===== src/rtl/tia_hmove_scheduler_if.sv =====
// rtl/tia_hmove_scheduler_if.sv - bus bundle between timing/register logic and the HMOVE scheduler
interface tia_hmove_scheduler_if;
  logic       line_start;
  logic       hmove;
  logic       hmclr;
  logic [4:0] hm_we;
  logic [3:0] hm_d;
  logic [4:0] motck;
  logic       hmove_blank;
  logic       busy;

  modport master (
    output line_start, hmove, hmclr, hm_we, hm_d,
    input  motck, hmove_blank, busy
  );

  modport slave (
    input  line_start, hmove, hmclr, hm_we, hm_d,
    output motck, hmove_blank, busy
  );
endinterface


===== src/rtl/tia_hmove_scheduler.sv =====
// rtl/tia_hmove_scheduler.sv - HMOVE extra motion clock burst scheduler for P0,P1,M0,M1,BL
module tia_hmove_scheduler #(
  parameter int STEP_CLKS  = 4,
  parameter int NUM_STEPS  = 15,
  parameter int HBLANK_EXT = 8
) (
  input logic                   clk,
  input logic                   r,
  tia_hmove_scheduler_if.slave  bus
);

  localparam int SUB_W = (STEP_CLKS > 1) ? $clog2(STEP_CLKS) : 1;
  localparam int HB_W  = (HBLANK_EXT > 1) ? $clog2(HBLANK_EXT) : 1;
  localparam logic [SUB_W-1:0] SUB_LAST  = SUB_W'(STEP_CLKS - 1);
  localparam logic [3:0]       STEP_LAST = 4'(NUM_STEPS - 1);
  localparam logic [HB_W-1:0]  HB_LOAD   = HB_W'(HBLANK_EXT - 1);

  typedef enum logic [1:0] {
    ST_IDLE,
    ST_ARMED,
    ST_RUN
  } state_t;

  state_t           r_state;
  state_t           w_state_nxt;
  logic [3:0]       r_hm  [5];
  logic [3:0]       r_ext [5];
  logic             r_pending;
  logic [3:0]       r_step;
  logic [SUB_W-1:0] r_sub;
  logic [4:0]       r_motck;
  logic             r_hblank;
  logic [HB_W-1:0]  r_hb_cnt;

  logic             w_run_entry;
  logic             w_burst_end;
  logic             w_sub_wrap;
  logic [4:0]       w_motck_nxt;

  assign w_sub_wrap = (r_sub == SUB_LAST);

  // State register
  always_ff @(posedge clk) begin
    if (r) r_state <= ST_IDLE;
    else   r_state <= w_state_nxt;
  end

  // Next-state decode; a second hmove while armed is absorbed, hmove while running queues another burst
  always_comb begin
    w_state_nxt = r_state;
    w_run_entry = 1'b0;
    w_burst_end = 1'b0;
    case (r_state)
      ST_IDLE: begin
        if (bus.hmove) w_state_nxt = ST_ARMED;
      end
      ST_ARMED: begin
        if (bus.line_start) begin
          w_state_nxt = ST_RUN;
          w_run_entry = 1'b1;
        end
      end
      ST_RUN: begin
        if (w_sub_wrap && (r_step == STEP_LAST)) begin
          w_burst_end = 1'b1;
          w_state_nxt = (r_pending || bus.hmove) ? ST_ARMED : ST_IDLE;
        end
      end
      default: w_state_nxt = ST_IDLE;
    endcase
  end

  // Motion registers; hmclr takes priority over a same-cycle write
  always_ff @(posedge clk) begin
    if (r || bus.hmclr) begin
      for (int i = 0; i < 5; i++) r_hm[i] <= 4'd0;
    end else begin
      for (int i = 0; i < 5; i++) begin
        if (bus.hm_we[i]) r_hm[i] <= bus.hm_d;
      end
    end
  end

  // Burst counters and snapshot of extra-clock counts (value+8, i.e. MSB inverted)
  always_ff @(posedge clk) begin
    if (r) begin
      for (int i = 0; i < 5; i++) r_ext[i] <= 4'd0;
      r_step    <= 4'd0;
      r_sub     <= '0;
      r_pending <= 1'b0;
    end else if (w_run_entry) begin
      for (int i = 0; i < 5; i++) r_ext[i] <= {~r_hm[i][3], r_hm[i][2:0]};
      r_step    <= 4'd0;
      r_sub     <= '0;
      r_pending <= 1'b0;
    end else if (r_state == ST_RUN) begin
      if (w_burst_end) begin
        r_step    <= 4'd0;
        r_sub     <= '0;
        r_pending <= 1'b0;
      end else begin
        if (bus.hmove) r_pending <= 1'b1;
        if (w_sub_wrap) begin
          r_sub  <= '0;
          r_step <= r_step + 4'd1;
        end else begin
          r_sub <= r_sub + SUB_W'(1);
        end
      end
    end
  end

  // One extra clock per step at sub 0 while the step index is below the object's count
  always_comb begin
    w_motck_nxt = 5'd0;
    for (int i = 0; i < 5; i++) begin
      w_motck_nxt[i] = (r_state == ST_RUN) && (r_sub == '0) && (r_step < r_ext[i]);
    end
  end

  // Registered motion clock outputs
  always_ff @(posedge clk) begin
    if (r) r_motck <= 5'd0;
    else   r_motck <= w_motck_nxt;
  end

  // Extended hblank: fixed-length window from burst start, independent of burst length
  always_ff @(posedge clk) begin
    if (r) begin
      r_hblank <= 1'b0;
      r_hb_cnt <= '0;
    end else if (w_run_entry) begin
      r_hblank <= 1'b1;
      r_hb_cnt <= HB_LOAD;
    end else if (r_hblank) begin
      if (r_hb_cnt == '0) r_hblank <= 1'b0;
      else                r_hb_cnt <= r_hb_cnt - HB_W'(1);
    end
  end

  assign bus.motck       = r_motck;
  assign bus.hmove_blank = r_hblank;
  assign bus.busy        = (r_state != ST_IDLE);

endmodule


===== src/flat_wrapper.sv =====
// flat-port wrapper written by rule: the top's interface ports become plain ports
module tia_hmove_scheduler_flat 
#(
  parameter int STEP_CLKS  = 4,
  parameter int NUM_STEPS  = 15,
  parameter int HBLANK_EXT = 8
)
  (clk, r, bus_line_start, bus_hmove, bus_hmclr, bus_hm_we, bus_hm_d, bus_motck, bus_hmove_blank, bus_busy);
  tia_hmove_scheduler_if bus_i ();
  input logic clk;
  input logic r;
  input wire logic [$bits(bus_i.line_start)-1:0] bus_line_start;
  input wire logic [$bits(bus_i.hmove)-1:0] bus_hmove;
  input wire logic [$bits(bus_i.hmclr)-1:0] bus_hmclr;
  input wire logic [$bits(bus_i.hm_we)-1:0] bus_hm_we;
  input wire logic [$bits(bus_i.hm_d)-1:0] bus_hm_d;
  output wire logic [$bits(bus_i.motck)-1:0] bus_motck;
  output wire logic [$bits(bus_i.hmove_blank)-1:0] bus_hmove_blank;
  output wire logic [$bits(bus_i.busy)-1:0] bus_busy;
  assign bus_i.line_start = bus_line_start;
  assign bus_i.hmove = bus_hmove;
  assign bus_i.hmclr = bus_hmclr;
  assign bus_i.hm_we = bus_hm_we;
  assign bus_i.hm_d = bus_hm_d;
  assign bus_motck = bus_i.motck;
  assign bus_hmove_blank = bus_i.hmove_blank;
  assign bus_busy = bus_i.busy;
  tia_hmove_scheduler #(.STEP_CLKS(STEP_CLKS), .NUM_STEPS(NUM_STEPS), .HBLANK_EXT(HBLANK_EXT)) u_core (.clk(clk), .r(r), .bus(bus_i));
endmodule

===== config.mk =====
export PLATFORM = sky130hd
export DESIGN_NAME = tia_hmove_scheduler_flat
export DESIGN_NICKNAME = d
export VERILOG_FILES = /design/src/rtl/tia_hmove_scheduler_if.sv /design/src/rtl/tia_hmove_scheduler.sv /design/src/flat_wrapper.sv
export SDC_FILE = /design/constraint.sdc
export NUM_CORES = 1
export LEC_CHECK = 0
export ABC_AREA = 1
export CAP_MARGIN = 15
export CORE_ASPECT_RATIO = 1.1
export CORE_MARGIN = 5
export CORE_UTILIZATION = 50
export DETAILED_ROUTE_END_ITERATION = 8
export GPL_ROUTABILITY_DRIVEN = 1
export PLACE_DENSITY = 0.67
export SETUP_SLACK_MARGIN = 0.1
export SYNTH_ARGS = -nofsm -noshare
export SYNTH_HDL_FRONTEND = slang
export SYNTH_SLANG_ARGS = --single-unit

===== constraint.sdc =====
create_clock -name clk -period 2.6 [get_ports clk]
set_input_delay 0.52 -clock clk [delete_from_list [all_inputs] [get_ports clk]]
set_output_delay 0.52 -clock clk [all_outputs]
set_load 0.03 [all_outputs]

==> impl_metrics.yaml <==
global_routing:
  grt_pass1_wl_um: 7280
  grt_usage: 0.142
  grt_overflow: 0
  grt_busiest_layer: "met2"
  met3_usage: 0.0600
  grt_max_degree: 26
  first_global_vias: 1658
  use_met1: 0.169
  grt_antenna_before_repair: 0
  grtUsageMet2: 0.224
clocking:
  cts_setup_buffers: 0
  numCtsBuffers: 9
  clk_path_buf_depth: 2
  h-tree-depth: 3
  tritoncts: "built"
  clock_sinks: 58
  cts_root_buffer: "clkbuf_8"
  clkSlewWorstSetupHoldPaths_ns: 0.06
  clk_latency_ns: 0.32
  cts_resized: 0
  ctsHoldBuffers: 0
die:
  initial_core_util: 0.508
  ios: 21
  die_height_um: 86.9
  core_area_um2: 5290
  design.die.area_um2: 6940
  die_w_um: 79.9
  rows: 28
worst_hold_path:
  hold_path_class: "flip-flop to flip-flop"
timing:
  drv_slew: 0
  max_freq_mhz: 468
  setup_tns_ns: 0
  tightest_slew_ns: 0.399
  max_slew_margin: 0.733
  setup_viol: 0
  rsz0062_at_grt: "no"
  holdWs_ns: 0.457
  hold_viol: 0
  min_period_ns: 2.14
  clock_skew_ns: 0.00707
  fin_crit_sh: 0.823
detailed_routing:
  vias: 1699
  drt_iter0_markers: 56
  postRouteWirelength_um: 4110
  vias_per_cell: 4.42
  drc: 0
  drt_first_pass_iters: 5
  ant_nets: 0
  wl_per_cell_um: 10.7
synth:
  synth-seq-area-share: 0.582
  ys_seq_elements: 58
  synth_fp_nets: 309
  netlist_area_um2: 2690
  synth_common_cells: "inv_1, nand2_1, edfxtp_1, nor2_1, ha_1"
  ys_dominant_reg_cell: "edfxtp_1"
  netlist_instances: 274
  yosys.area.top_type_share: 0.447
  post-synth-top-area-cell: "edfxtp_1"
  syn_area_per_cell_um2: 9.80
  synthArstFlopShare: 0
  ys_types: 22
  post-synth-top-count-cell: "inv_1"
  synth_edf_count: 40
  yosys_warnings: 0
  synthTopCellsByArea: "edfxtp_1, dfxtp_1, ha_1"
power_and_ir_drop:
  power_mw: 2.03
  switchingPower_mw: 0.516
  internal-power_mw: 1.52
  ir_drop_mv: 0.267
  seqPwrFrac: 0.548
  p_clk_frac: 0.320
  p_sw_frac: 0.254
  power.density_nw_per_um2: 652
  pwr-share-comb: 0.133
  total_leakage_power_nw: 1.40
placed_design:
  placedCellCount: 368
  dpl-instance-area_um2: 2970
  place_congestion: 0.800
  dp.final_hpwl_um: 3050
  port-buffer-count: 20
cells_and_area:
  fillers: 446
  drive_gt1_frac: 0.0744
  final_area_um2: 3120
  finalNetCount: 339
  diodes: 0
  syn_to_final_growth_pct: 16.2
  instances_no_fill: 384
setup_path:
  required_ns: 2.08
  worstPathMaxFanout: 4
  startpoint_type: "flip-flop"
  crit_arrival_ns: 1.62
  end_kind: "output pin"
  worstSetupPathType: "flip-flop to output pin"
outcome:
  outcome: "completed"
flow_run:
  maxCapViolations: 0
-- cell families (layout without fill, tap and decap cells) --
group,after synthesis,after routing,share of synthesized area
AO/OA/AOI/OAI,24,24,0.0471
AND/OR/NAND/NOR,105,105,0.174
XOR/XNOR,1,1,0.00326
flip-flops,58,58,0.582
adder cells (fa/ha/maj),21,21,0.0979
buffers and inverters,65,100,0.0965
-- critical path, cell delays in order (launching register included) --
cell,delay (ns)
dfxtp_1,0.45
nor2_1,0.10
inv_1,0.08
clkdlybuf4s50_1,0.67
-- metal layers --
metal,vias to the layer above,wire (um)
met2,31,1970
met4,0,70
met3,6,147
li1,928,-
met5,-,0
met1,734,1920
-- through the flow --
step,setup slack [ns],utilization
6_report,0.461,0.590
5_1_grt,0.356,0.590
4_1_cts,0.428,0.590
3_5_place_dp,0.622,0.561
3_3_place_gp,0.656,0.561
2_1_floorplan,1.05,-
-- sequential cells by signal, indices dropped and copies added, names as in the netlist --
register / count
u_core.r_hm: 20
u_core.r_state: 2
u_core.bus.motck: 5
u_core.r_hb_cnt: 3
u_core.r_step: 4
u_core.r_ext: 20
u_core.r_pending: 1
u_core.bus.hmove_blank: 1
u_core.r_sub: 2
-- power groups by stage --
stage / clock network [mW] / logic (mW) / registers [mW]
finish: 0.650 / 0.270 / 1.11
CTS: 0.674 / 0.276 / 1.12
floorplan: 0 / 0.185 / 1.14
global placement: 0 / 0.269 / 1.13
detailed placement: 0 / 0.275 / 1.13
global route: 0.720 / 0.317 / 1.12
-- final cells by class --
type | count | area, um2 | area share
clock inverter | 5 | 21.3 | 0.00682
clock buffer | 11 | 131 | 0.0421
tap | 75 | 93.8 | 0.0301
inverter | 62 | 233 | 0.0746
timing repair buffer | 22 | 215 | 0.0690
sequential | 58 | 1560 | 0.500
multi-input combinational | 151 | 865 | 0.277
-- placed cells by master (no fill, tap or decap) --
| master | n |
|---|---|
| inv_1 | 60 |
| nand2_1 | 49 |
| edfxtp_1 | 40 |
| nor2_1 | 30 |
| ha_1 | 21 |
| clkdlybuf4s50_1 | 20 |
| dfxtp_1 | 18 |
| a21oi_1 | 17 |
| nand3_1 | 16 |
| clkbuf_8 | 9 |
| o21ai_0 | 5 |
| clkinv_1 | 3 |
| nor2_2 | 2 |
| inv_2 | 2 |
| nor2_4 | 2 |
| nand4_1 | 2 |
| clkinv_2 | 2 |
| clkbuf_1 | 2 |
| buf_4 | 2 |
| nand3_4 | 1 |
| nand2_2 | 1 |
| o21ai_2 | 1 |
| nand2_4 | 1 |
| xor2_1 | 1 |
| nand3b_1 | 1 |
| o21bai_1 | 1 |
-- worst paths after layout --
path	start	to	slack, ns	depth (start not counted)
setup / recovery	u_core.r_state[0]	bus_busy	0.46	3
hold / removal	u_core.r_pending	u_core.r_pending	0.46	2
setup reg to reg	u_core.r_step[1]	u_core.r_step[3]	1.23	4
hold reg to reg	u_core.r_pending	u_core.r_pending	0.46	2
Note: power is estimated with default switching activity, not from simulation.
